<file path="src/rtl/munoc_link_isolation_ctrl.sv">
// Link isolation controller: isolates a MUNOC link only at packet boundaries, then acks once drained.
// Latency: link_block rises 1 cycle after iso_req is sampled on an idle link; iso_ack follows 1 cycle later.
// Backpressure: link_block gates new request packets (credit limit / isolation); never mid-packet, low in FAIL.
//
// Ports:
//   clk, rst            single clock, synchronous active-high reset
//   iso_req             level request to isolate the link
//   iso_ack             high while the link is isolated
//   iso_timeout         one-cycle pulse when a drain gives up
//   req_valid/ready/last   request channel, observed on the gated side
//   rsp_valid/ready/last   response channel, observed on the gated side
//   link_block          drives the gating stage's block input (register-only path)
//   outstanding         transactions started but not yet answered
//   err_underflow       sticky: a response arrived with nothing outstanding
//   err_clear           clears err_underflow (a same-cycle underflow wins)
module munoc_link_isolation_ctrl #(
  parameter int MAX_OUTSTANDING = 8,
  parameter int CNT_W           = 4,
  parameter int TIMEOUT_CYCLES  = 1024,
  parameter int TO_W            = 11
) (
  input  logic             clk,
  input  logic             rst,
  input  logic             iso_req,
  output logic             iso_ack,
  output logic             iso_timeout,
  input  logic             req_valid,
  input  logic             req_ready,
  input  logic             req_last,
  input  logic             rsp_valid,
  input  logic             rsp_ready,
  input  logic             rsp_last,
  output logic             link_block,
  output logic [CNT_W-1:0] outstanding,
  output logic             err_underflow,
  input  logic             err_clear
);

  typedef enum logic [1:0] {
    ST_OPEN     = 2'd0,
    ST_DRAIN    = 2'd1,
    ST_ISOLATED = 2'd2,
    ST_FAIL     = 2'd3
  } state_t;

  localparam logic [CNT_W-1:0] CNT_MAX  = CNT_W'(MAX_OUTSTANDING);
  localparam logic [CNT_W-1:0] CNT_FULL = '1;
  localparam logic [TO_W-1:0]  TO_LIMIT = TO_W'(TIMEOUT_CYCLES);
  localparam bit               TO_EN    = (TIMEOUT_CYCLES != 0);

  state_t           state;
  state_t           state_nxt;
  logic             req_inpkt;
  logic [CNT_W-1:0] cnt_q;
  logic [CNT_W-1:0] cnt_nxt;
  logic [TO_W-1:0]  to_cnt;
  logic             timeout_fire;
  logic             underflow;

  logic req_hs;
  logic rsp_hs;
  logic txn_start;
  logic txn_end;

  assign req_hs    = req_valid & req_ready;
  assign rsp_hs    = rsp_valid & rsp_ready;
  assign txn_start = req_hs & req_last;
  assign txn_end   = rsp_hs & rsp_last;

  // ---------------------------------------------------------------------------
  // FSM next-state. DRAIN priority: abort, then drained, then timeout.
  // "Drained" uses the registered count and packet flag, so a last response
  // landing this cycle is seen as drained one cycle later.
  // ---------------------------------------------------------------------------
  always_comb begin
    state_nxt    = state;
    timeout_fire = 1'b0;
    case (state)
      ST_OPEN: begin
        if (iso_req) state_nxt = ST_DRAIN;
      end
      ST_DRAIN: begin
        if (!iso_req) begin
          state_nxt = ST_OPEN;
        end else if (!req_inpkt && (cnt_q == '0)) begin
          state_nxt = ST_ISOLATED;
        end else if (TO_EN && (to_cnt == TO_LIMIT)) begin
          state_nxt    = ST_FAIL;
          timeout_fire = 1'b1;
        end
      end
      ST_ISOLATED: begin
        if (!iso_req) state_nxt = ST_OPEN;
      end
      ST_FAIL: begin
        // Sticks until iso_req drops, so a retry needs a fresh rising request.
        if (!iso_req) state_nxt = ST_OPEN;
      end
      default: state_nxt = ST_OPEN;
    endcase
  end

  always_ff @(posedge clk) begin
    if (rst) begin
      state <= ST_OPEN;
    end else begin
      state <= state_nxt;
    end
  end

  // ---------------------------------------------------------------------------
  // Outstanding counter. A start and an end in the same cycle cancel out.
  // An end with nothing outstanding is flagged instead of wrapping.
  // The increment saturates at full scale: in FAIL the gate is open, so a
  // misbehaving requester could otherwise wrap the count back to zero.
  // ---------------------------------------------------------------------------
  always_comb begin
    cnt_nxt   = cnt_q;
    underflow = 1'b0;
    if (txn_start && !txn_end) begin
      if (cnt_q != CNT_FULL) cnt_nxt = cnt_q + CNT_W'(1);
    end else if (txn_end && !txn_start) begin
      if (cnt_q == '0) begin
        underflow = 1'b1;
      end else begin
        cnt_nxt = cnt_q - CNT_W'(1);
      end
    end
  end

  always_ff @(posedge clk) begin
    if (rst) begin
      cnt_q         <= '0;
      req_inpkt     <= 1'b0;
      err_underflow <= 1'b0;
    end else begin
      cnt_q <= cnt_nxt;
      if (req_hs) req_inpkt <= ~req_last;
      if (underflow) begin
        err_underflow <= 1'b1;
      end else if (err_clear) begin
        err_underflow <= 1'b0;
      end
    end
  end

  // ---------------------------------------------------------------------------
  // Drain timer: counts cycles spent in DRAIN, zero elsewhere. It only needs
  // to reach TO_LIMIT; DRAIN is always left on that cycle, so no saturation.
  // With the timeout disabled it simply wraps unused.
  // ---------------------------------------------------------------------------
  always_ff @(posedge clk) begin
    if (rst) begin
      to_cnt      <= '0;
      iso_timeout <= 1'b0;
    end else begin
      if (state == ST_DRAIN) begin
        to_cnt <= to_cnt + TO_W'(1);
      end else begin
        to_cnt <= '0;
      end
      // Registered so the pulse lines up with the first FAIL cycle.
      iso_timeout <= timeout_fire;
    end
  end

  // ---------------------------------------------------------------------------
  // Outputs: decoded from registers only, so the gate sees no combinational
  // path from the link handshakes. req_inpkt masks every blocking term so a
  // packet in progress always completes.
  // ---------------------------------------------------------------------------
  always_comb begin
    link_block = ((state == ST_DRAIN) && !req_inpkt)
              || (state == ST_ISOLATED)
              || ((state == ST_OPEN) && !req_inpkt && (cnt_q == CNT_MAX));
  end

  assign iso_ack     = (state == ST_ISOLATED);
  assign outstanding = cnt_q;

endmodule
</file>
<file path="config.mk">
export PLATFORM = sky130hd
export DESIGN_NAME = munoc_link_isolation_ctrl
export DESIGN_NICKNAME = d
export VERILOG_FILES = /design/src/rtl/munoc_link_isolation_ctrl.sv
export SDC_FILE = /design/constraint.sdc
export NUM_CORES = 1
export LEC_CHECK = 0
export ABC_CLOCK_PERIOD_IN_PS = 2650
export CAP_MARGIN = 20
export CORE_MARGIN = 2
export CORE_UTILIZATION = 45
export CTS_BUF_LIST = sky130_fd_sc_hd__clkbuf_16
export DETAILED_ROUTE_END_ITERATION = 8
export PLACE_DENSITY = 0.73
export SYNTH_ARGS = -nofsm -noshare
export SYNTH_HDL_FRONTEND = slang
export SYNTH_SLANG_ARGS = --single-unit
</file>
<file path="constraint.sdc">
create_clock -name clk -period 2.65 [get_ports clk]
set_clock_uncertainty 0.05 [all_clocks]
set_input_delay 0.53 -clock clk [delete_from_list [all_inputs] [get_ports clk]]
set_output_delay 0.53 -clock clk [all_outputs]
set_load 0.05 [all_outputs]
</file>
# After elaboration in Yosys (flattened, before gate mapping)
# Cells that the tools add are included.
# word_totals
register_bits	20
latchBits	0
ramBits	0
mem_bits_ro	0
in_bits	10
elab_cells	63
mem_count	0
# classes
add_sub_neg	3
n_mul	0
div	0
n_lt_le_gt_ge	0
n_eq_ne	11
shifts	0
muxes	16
bitwise_logic	7
n_reduce_logical	20
# op_table
cell	count
$mux W4	4
$add A11 B1 Y11 const B	1
$eq A11 B11 Y1 const B	1
$mux W2	5
$ne A4 B4 Y1 const B	2
$logic_and A1 B1 Y1	6
$mux W1	6
$ne A2 B2 Y1 const B	3
$pmux W2 S3	1
$reduce_and A3 Y1	2
$add A4 B1 Y4 const B	1
$and A1 B1 Y1	4
$eq A2 B2 Y1 const B	2
$eq A4 B4 Y1 const B	1
$logic_not A4 Y1	1
$reduce_bool A2 Y1	2
$reduce_or A2 Y1	2
$reduce_or A4 Y1	1
$sub A4 B1 Y4 const B	1
$logic_not A1 Y1	3
$not A1 Y1	3
$eq A2 B1 Y1 const B	1
$logic_not A2 Y1	1
$logic_or A1 B1 Y1	2
$ne A2 B1 Y1 const B	1

# Longest topological paths before layout
# logic_depth
depth_word	7
ltp_mapped	8
depth_no_buf	8

# Worst setup path after synthesis
# No wires, ideal clock.
# synth_timing
path_kind	input-to-reg
from	input req_valid
to	register cnt_q[3] (netlist: outstanding[3])
setup_time_ps	121
arrival_time_ps	2082
required_ps	2479
path_slack_ps	397
stages	8
path_buffers	0
path_cell_list	and3_1 > ha_1 > inv_1 > ha_1 > nor4bb_1 > a21oi_1 > and4bb_1 > mux2_4
# synth_via
elab_chain_len	6
word_cells_on_any_way	10
classes_between	eq/ne: 2; mux: 1; bitwise: 2; reduce/logical: 5
# synth_lines
item	line_no	rtl
start, declared	27	input logic req_valid,
$and A1 B1 Y1 *	65	assign req_hs = req_valid & req_ready;
$and A1 B1 Y1 *	67	assign txn_start = req_hs & req_last;
$logic_not A1 Y1	122	end else if (txn_end && !txn_start) begin
$logic_and A1 B1 Y1	122	
$reduce_bool A2 Y1 (no line)	n/a	
$reduce_and A3 Y1 (no line)	n/a	
end signal, assigned	137	cnt_q <= cnt_nxt;
end, declared	54	logic [CNT_W-1:0] cnt_q;
# Every way passes the cells marked *; elsewhere a longest branch is shown, timed or not.
# A chain may end at the register's enable or synchronous reset.

# Worst setup path after layout
# Ends and elaborated chain as after synthesis.

==> flow_metrics.py <==
metrics = {
    "run_status": {
        "status": "complete, no violations",
    },
    "synthesis": {
        "synthCells": 119,
        "synthFlopType": "dfxtp_1",
        "synth-edff-count": 0,
        "synth_top_area_share_pct": 37.7,
        "synth-seq-area-share_pct": 37.7,
        "synth_warnings": 0,
        "synth_area_leader_cell": "dfxtp_1",
        "async_flop_share_pct": 0,
        "postSynthRegisterBits": 20,
        "synth_cell_types": 33,
        "avgSynthCellArea_um2": 8.93,
        "yosys-top-cells-count": "20 x dfxtp_1, 14 x nor2_1, 11 x a21oi_1",
        "synthTopCellsByArea": "dfxtp_1 38%, ha_1 8.2%, a21oi_1 5.2%, nor2_1 4.9%, xor2_1 4.9%",
        "yosys.cell_count.top_type": "dfxtp_1",
        "synth_fp_nets": 136,
        "syn_area_um2": 1060,
    },
    "sta": {
        "finalCritPeriodShare_pct": 92.8,
        "maxSlewHeadroom_pct": 67.0,
        "period_minus_slack_ns": 2.46,
        "setup_violations": 0,
        "slew_viol_final": 0,
        "rsz0062_at_grt": "no",
        "hold_viol": 0,
        "max_freq_mhz": 407,
        "worst_pin_slew_ns": 0.493,
    },
    "clock_network": {
        "post_cts_buffers": 0,
        "clock_latency_ns": 0.25,
        "cts.sinks": 20,
        "cts_tree": "yes",
        "cts_max_path_buffers": 2,
        "cts_resized": 0,
        "path_clk_slew_ns": 0.05,
        "htreeDepth": 1,
        "numCtsBuffers": 3,
        "postCtsHoldBufs": 0,
        "root_buffer": "clkbuf_16",
    },
    "setup_path": {
        "worst_path_max_delay_cell": "clkdlybuf4s50_1",
        "cp-end-kind": "flop",
        "crit_fanout": 3,
        "path_cells": "clkdlybuf4s50_1 > and3_1 > buf_4 > ha_1 > and4_1 > a221oi_2 > and4bb_1 > mux2_4",
        "max_stage_delay_ns": 0.42,
        "startpoint_type": "primary input",
        "crit_arrival_ns": 2.54,
        "worstSetupPathType": "in2reg",
        "cp.required_ns": 2.73,
    },
    "floorplanning": {
        "die_x_um": 52.6,
        "ios": 18,
        "initial_core_util_pct": 48.0,
        "fp.dieArea_um2": 2770,
        "coreArea_um2": 2210,
        "rows": 17,
        "dieHeight_um": 52.6,
    },
    "placed_design": {
        "port_buffers": 17,
        "place.gp.congestion": 0.756,
        "dp_hpwl_um": 1500,
        "post_dp_cell_area_um2": 1290,
    },
    "drt": {
        "drtPass1Iterations": 4,
        "final_antenna_net_count": 0,
        "drc": 0,
        "drt_iter0_markers": 13,
        "vias": 892,
        "vias_per_cell": 5.25,
        "wirelength_um": 2010,
        "avgRoutedWirePerCell_um": 11.8,
    },
    "pwr": {
        "peakVddDrop_v": 0.000434,
        "leakage_uw": 0.000511,
        "power.density_nw_per_um2": 567,
        "fin_total_pwr_uw": 775,
    },
    "grt": {
        "grt-ovfl-total": 0,
        "grt_pass1_wl_um": 3410,
        "grt_pass1_vias": 796,
        "grt_use_total_pct": 16.5,
        "grt_max_degree": 12,
        "antenna_found_initial": 0,
    },
    "layout": {
        "syn2layout_area_growth_pct": 28.6,
        "finalInstanceArea_um2": 1370,
        "drive_gt1_share_pct": 9.86,
        "nets": 161,
        "antennaDiodeCount": 0,
    },
    "min_path": {
        "hp-class": "reg2reg",
    },
    "flow_run": {
        "cap_violations": 0,
    },
}
-- final cells by class --
type,instances,area (µm²)
Clock buffer,3,75.1
Tap cell,28,35.0
Inverter,8,30.0
Fill cell,192,846
Timing Repair Buffer,23,213
Multi-Input combinational cell,88,613
Sequential cell,20,400
-- worst paths after layout --
| check | startpoint | endpoint | slack, ns | cells after the start |
|---|---|---|---|---|
| setup / recovery | req_valid | outstanding[3] | 0.19 | 8 |
| hold / removal | err_underflow | err_underflow | 0.43 | 2 |
| setup reg to reg | outstanding[1] | outstanding[3] | 0.92 | 4 |
| hold reg to reg | err_underflow | err_underflow | 0.43 | 2 |
-- stage by stage --
stage,hold WS [ns],util [%],setup WS (ns),TNS (ns),std cells
6_report,0.428,61.8,0.191,0,170
5_1_grt,0.452,61.8,0.0880,0,170
4_1_cts,0.428,61.8,0.201,0,170
3_5_place_dp,0.419,58.4,-0.0470,-0.0470,167
3_3_place_gp,0.408,58.4,-0.0338,-0.0338,167
2_1_floorplan,0.387,-,0.397,0,119
-- critical path: cells and delay by family --
kind	cells	cell delay, ns
adders and majority gates	1	0.22
and+or+nand+nor	3	0.67
AOI/OAI and AO/OA	1	0.26
muxes	1	0.30
buffers and inverters	2	0.56
-- report_power, final --
group          switching (µW)  total (µW)  internal, µW
clock                    96.6         295           198
sequential               19.0         330           311
combinational            77.9         150          72.0
-- per-layer routing --
layer	global-route usage [%]	part of all wire [%]	wire length, µm	up-vias
met1	21.1	50	1000	414
met5	0	0	0	-
met4	3.85	0.30	6	0
met3	4.29	3.5	70	2
li1	-	-	-	462
met2	27.7	46	927	14
-- kinds of logic (layout without fill, tap and decap cells) --
logic type,after synthesis,after routing,share of synthesized area (%)
XOR/XNOR,10,10,8.24
AO/OA/AOI/OAI,18,18,10.6
AND/OR/NAND/NOR,51,51,28.3
multiplexers,2,2,2.36
flip-flops,20,20,37.7
adder cells (fa/ha/maj),7,7,8.24
buffers and inverters,11,34,4.59
-- sequential cells by signal, indices dropped and copies added, names as in the netlist --
name,cells
to_cnt,11
outstanding,4
state,2
err_underflow,1
iso_timeout,1
req_inpkt,1
-- cell usage in the layout (no fill, tap or decap), types with 4 or more instances in the layout --
master           instances
nor3_1                   4
ha_1                     7
dfxtp_1                 20
nand3_1                  4
nor2_1                  14
clkdlybuf4s50_1         16
xnor2_1                  4
buf_4                    7
nand2b_1                 5
inv_1                    8
xor2_1                   6
a21oi_1                 11
nand2_1                  4
Note: power is estimated with default switching activity, not from simulation.
